[config.mk]
export PLATFORM = sky130hd
export DESIGN_NAME = processor_host_arbiter
export DESIGN_NICKNAME = d
export VERILOG_FILES = /design/src/rtl/processor_host_arbiter.sv
export SDC_FILE = /design/constraint.sdc
export NUM_CORES = 1
export LEC_CHECK = 0
export ABC_AREA = 1
export BUFFER_PORTS_ARGS = -buffer_cell sky130_fd_sc_hd__clkbuf_2
export CORE_UTILIZATION = 41
export CTS_CLUSTER_DIAMETER = 200
export CTS_CLUSTER_SIZE = 8
export DETAILED_ROUTE_END_ITERATION = 12
export GPL_ROUTABILITY_DRIVEN = 0
export PLACE_DENSITY = 0.8
export REMOVE_ABC_BUFFERS = 1
export SYNTH_ARGS = -nofsm -noshare
export SYNTH_HDL_FRONTEND = slang
export SYNTH_SLANG_ARGS = --single-unit
[constraint.sdc]
create_clock -name clock -period 1.3 [get_ports clock]
set_input_delay 0.195 -clock clock [delete_from_list [all_inputs] [get_ports clock]]
set_output_delay 0.195 -clock clock [all_outputs]
set_load 0.05 [all_outputs]
[src/rtl/processor_host_arbiter.sv]
// Run controller and data-RAM arbiter: the processor owns the RAM port while running,
// the host gets single-word access once the processor parks on a wait.
module processor_host_arbiter #(
    parameter int unsigned ADDR_SIZE = 18,
    parameter int unsigned WORD_SIZE = 18
) (
    input  logic                 clock,
    input  logic                 reset,
    input  logic                 cpu_write_enable,
    input  logic [ADDR_SIZE-1:0] cpu_addr,
    input  logic [WORD_SIZE-1:0] cpu_data_in,
    output logic [WORD_SIZE-1:0] cpu_data_out,
    input  logic                 cpu_waiting,
    output logic                 cpu_continue,
    output logic                 mem_write_enable,
    output logic [ADDR_SIZE-1:0] mem_addr,
    output logic [WORD_SIZE-1:0] mem_in,
    input  logic [WORD_SIZE-1:0] mem_out,
    input  logic                 host_req,
    input  logic                 host_write,
    input  logic [ADDR_SIZE-1:0] host_addr,
    input  logic [WORD_SIZE-1:0] host_wdata,
    output logic                 host_ack,
    output logic [WORD_SIZE-1:0] host_rdata,
    input  logic                 host_run,
    output logic                 host_stopped
);

    typedef enum logic [2:0] {
        CPU_OWN,
        DRAIN,
        HOST_IDLE,
        ACCESS,
        CAPTURE,
        RESUME
    } state_t;

    state_t                state_q, state_d;
    logic                  run_q, run_d;
    logic                  lat_write_q, lat_write_d;
    logic [ADDR_SIZE-1:0]  lat_addr_q, lat_addr_d;
    logic [WORD_SIZE-1:0]  lat_wdata_q, lat_wdata_d;
    logic                  host_ack_q, host_ack_d;
    logic [WORD_SIZE-1:0]  host_rdata_q, host_rdata_d;
    logic                  cpu_continue_q, cpu_continue_d;
    logic                  host_stopped_q, host_stopped_d;

    // Read data returns straight to the processor; it ignores it while parked.
    assign cpu_data_out = mem_out;
    assign host_ack     = host_ack_q;
    assign host_rdata   = host_rdata_q;
    assign cpu_continue = cpu_continue_q;
    assign host_stopped = host_stopped_q;

    // Next-state, RAM port mux and registered-output next values.
    always_comb begin
        state_d          = state_q;
        run_d            = run_q;
        lat_write_d      = lat_write_q;
        lat_addr_d       = lat_addr_q;
        lat_wdata_d      = lat_wdata_q;
        host_ack_d       = 1'b0;
        host_rdata_d     = host_rdata_q;
        host_stopped_d   = (state_q == HOST_IDLE) || (state_q == ACCESS) || (state_q == CAPTURE);
        mem_write_enable = cpu_write_enable;
        mem_addr         = cpu_addr;
        mem_in           = cpu_data_in;

        case (state_q)
            CPU_OWN: begin
                if (cpu_waiting) state_d = DRAIN;
            end
            DRAIN: begin
                state_d = cpu_waiting ? HOST_IDLE : CPU_OWN;
            end
            HOST_IDLE: begin
                mem_write_enable = 1'b0;
                // A run request beats a simultaneous transaction request.
                if (run_q || host_run) begin
                    state_d = RESUME;
                end else if (host_req && !host_ack_q) begin
                    lat_write_d = host_write;
                    lat_addr_d  = host_addr;
                    lat_wdata_d = host_wdata;
                    state_d     = ACCESS;
                end
            end
            ACCESS: begin
                mem_write_enable = lat_write_q;
                mem_addr         = lat_addr_q;
                mem_in           = lat_wdata_q;
                if (host_run) run_d = 1'b1;
                state_d = CAPTURE;
            end
            CAPTURE: begin
                mem_write_enable = 1'b0;
                mem_addr         = lat_addr_q;
                mem_in           = lat_wdata_q;
                if (!lat_write_q) host_rdata_d = mem_out;
                host_ack_d = 1'b1;
                if (host_run) run_d = 1'b1;
                state_d = HOST_IDLE;
            end
            RESUME: begin
                run_d   = 1'b0;
                state_d = CPU_OWN;
            end
            default: begin
                state_d = CPU_OWN;
            end
        endcase

        cpu_continue_d = (state_d == RESUME);
    end

    always_ff @(posedge clock) begin
        if (reset) begin
            state_q        <= CPU_OWN;
            run_q          <= 1'b0;
            lat_write_q    <= 1'b0;
            lat_addr_q     <= '0;
            lat_wdata_q    <= '0;
            host_ack_q     <= 1'b0;
            host_rdata_q   <= '0;
            cpu_continue_q <= 1'b0;
            host_stopped_q <= 1'b0;
        end else begin
            state_q        <= state_d;
            run_q          <= run_d;
            lat_write_q    <= lat_write_d;
            lat_addr_q     <= lat_addr_d;
            lat_wdata_q    <= lat_wdata_d;
            host_ack_q     <= host_ack_d;
            host_rdata_q   <= host_rdata_d;
            cpu_continue_q <= cpu_continue_d;
            host_stopped_q <= host_stopped_d;
        end
    end

endmodule

==> reports/qor.csv <==
metric,value,unit
grt_pass1_vias,3824,
cp_data_arrival_time,1.52,ns
worstMarginPinSlew,0.309,ns
startpoint_type,flip-flop,
finalCriticalPeriod,1.72,ns
synth_cells,503,
syn-cell-area,3340,µm²
cts_tree,yes,
failed_checks,setup timing,
pre_cts_slack,-0.286,ns
p_leak,2.66,nW
final_core_util,67.7,%
area_growth,58.2,%
drtPass1Iterations,5,
antenna_found_initial,0,
synth_edf_count,0,
num_antenna_cells,0,
clockRootBuffer,clkbuf_8,
ys_ff_latch,62,
grt-busiest-layer,met2,
finalClockSkew,0.00795,ns
vias,3969,
drt-total-wl,11100,µm
avgSynthCellArea,6.64,µm²
cts_inserted_buffers,9,
synth_ff_type,dfxtp_1,
clk_pin_slew_worst_paths,0.08,ns
nets,769,
peakVddDrop,0.633,mV
clock_latency,0.33,ns
path_max_fanout,11,
avgViaCountPerCell,5.09,
grt_usage,25.2,%
whs_path_depth,3,
die_h,92.3,µm
cts-htree-levels,3,
end_kind,output pin,
ant_nets,0,
setup_violations,70,
io_pins,173,
dieArea,8510,µm²
fillers,637,
cts_hold_buffers,0,
start_util,42.8,%
worstRegToRegCells,11,
synth_most_common_cell,nand2_1,
dp_hpwl,6970,µm
grt_overflow,0,
drt-initial-drc-count,172,
grt_pass1_wl,16800,µm
register_area,1250,µm²
met2_usage,48.0,%
cts_sinks,62,
whs,0.105,ns
path_cells,inv_4 -> nor2_4 -> nand2_4 -> nand2_8 -> buf_16 -> nand2_1 -> nand2_1 -> buf_8,
grt_max_degree,26,
multiInputGateArea,1730,µm²
cts_buffer_depth,2,
post_drt_wl_per_cell,14.2,µm
power_density,976,nW/µm²
synth_area_leader_cell,dfxtp_1,
fp.coreArea,7810,µm²
max_freq,583,MHz
synthArstFlopShare,0,%
crit_required,1.11,ns
rsz0062_at_grt,yes,
netlist_top_cells_count,"142 x nand2_1, 79 x nor2_1, 62 x dfxtp_1, 43 x inv_1, 38 x nand3_1",
cp_common_cell,nand2_1,
use_met3,5.64,%
worstHoldPathType,in -> reg,
fin_ws,-0.415,ns
cap_violations,0,
yosysWarnings,0,
synth_top_area_share,37.2,%
hold_viol,0,
max_stage_delay,0.38,ns
synth_cell_types,25,
drv_slew,0,
port_buffers,172,
rows,32,
grtUsageMet1,24.8,%
die_w,92.3,µm
status,"complete, but fails checks",
max_slew_margin,79.5,%
period_share,132,%
drive_gt1_share,44.5,%
critPathSlowestCell,dfxtp_4,
yosysSeqAreaShare,37.2,%
drc,0,
critPathKind,reg -> out,
synth_area_leaders,"dfxtp_1 37%, nand2_1 16%, nor2_1 8.9%",
## metrics by stage
stage	instances	setup TNS, ns	cell area, µm²	power (mW)
final	779	-20.44	5280	5.16
after global routing	779	-25.36	5280	5.36
after CTS	780	-21.37	5150	5.11
after detailed placement	749	-9.38	4290	3.11
after global placement	749	-6.10	4290	3.09
after floorplan	450	-92.46	3000	2.57
## where the power goes
part	switching, mW	leakage [nW]	total (mW)	internal [mW]
combinational	0.838	2.05	1.38	0.539
clock	0.751	0.106	1.83	1.08
sequential	0.0248	0.503	1.95	1.93
## routing by layer
| metal | routed length, µm | vias up |
|---|---|---|
| li1 | - | 1908 |
| met1 | 3990 | 1775 |
| met2 | 5610 | 242 |
| met3 | 1000 | 44 |
| met4 | 469 | 0 |
| met5 | 0 | - |
## worst max-delay path: cells and delay by family, from the launching register on
family | cells | cell delay [ns]
DFF | 1 | 0.38
and+or+nand+nor | 5 | 0.46
buffers and inverters | 3 | 0.34
## layout by cell type, fill, tap and decap left out, drive strengths merged
cell type	n
o21ai	4
nand4	37
clkinvlp	1
clkinv	4
bufbuf	2
a211oi	1
clkbuf	145
nand2	154
a21oi	22
nand3	40
bufinv	2
dfxtp	62
nor2	84
buf	74
inv	45
## path summary, 6_finish.rpt
kind                                        to  slack [ns]      startpoint
worst max-delay path                 mem_in[1]       -0.42      state_q[1]
worst min-delay path             host_rdata[2]        0.10      mem_out[2]
worst max register to register  lat_wdata_q[2]       -0.32      state_q[1]
worst min register to register  lat_addr_q[14]        0.47  lat_addr_q[14]
## cells by family (layout without fill, tap and decap cells)
logic type | count (synthesis) | after routing | synth area share, %
simple gates | 315 | 315 | 42.2
buf+inv | 99 | 273 | 15.4
flops | 62 | 62 | 37.2
compound gates | 27 | 27 | 5.25
## sequential cells by signal, summed over array words and instances (netlist names)
name / flops
cpu_continue: 1
lat_write_q: 1
host_ack: 1
host_stopped: 1
lat_addr_q: 18
state_q: 3
host_rdata: 18
run_q: 1
lat_wdata_q: 18
## cell type report
type / count / area share (%)
clock inverter: 6 / 1.63
inverter: 46 / 3.51
clock buffer: 10 / 2.42
timing repair buffer: 211 / 33.7
multi-input combinational: 342 / 32.7
tap: 102 / 2.42
sequential: 62 / 23.7
## what timing repair did
action / 4_1_cts / 5_1_grt
pin swaps: 6 / 21
gates cloned: 6 / 0
endpoints found under the setup margin: 76 / 94
gates resized for setup: 101 / 77
setup buffers: 9 / 1
Power figures use the tool's default switching activity.
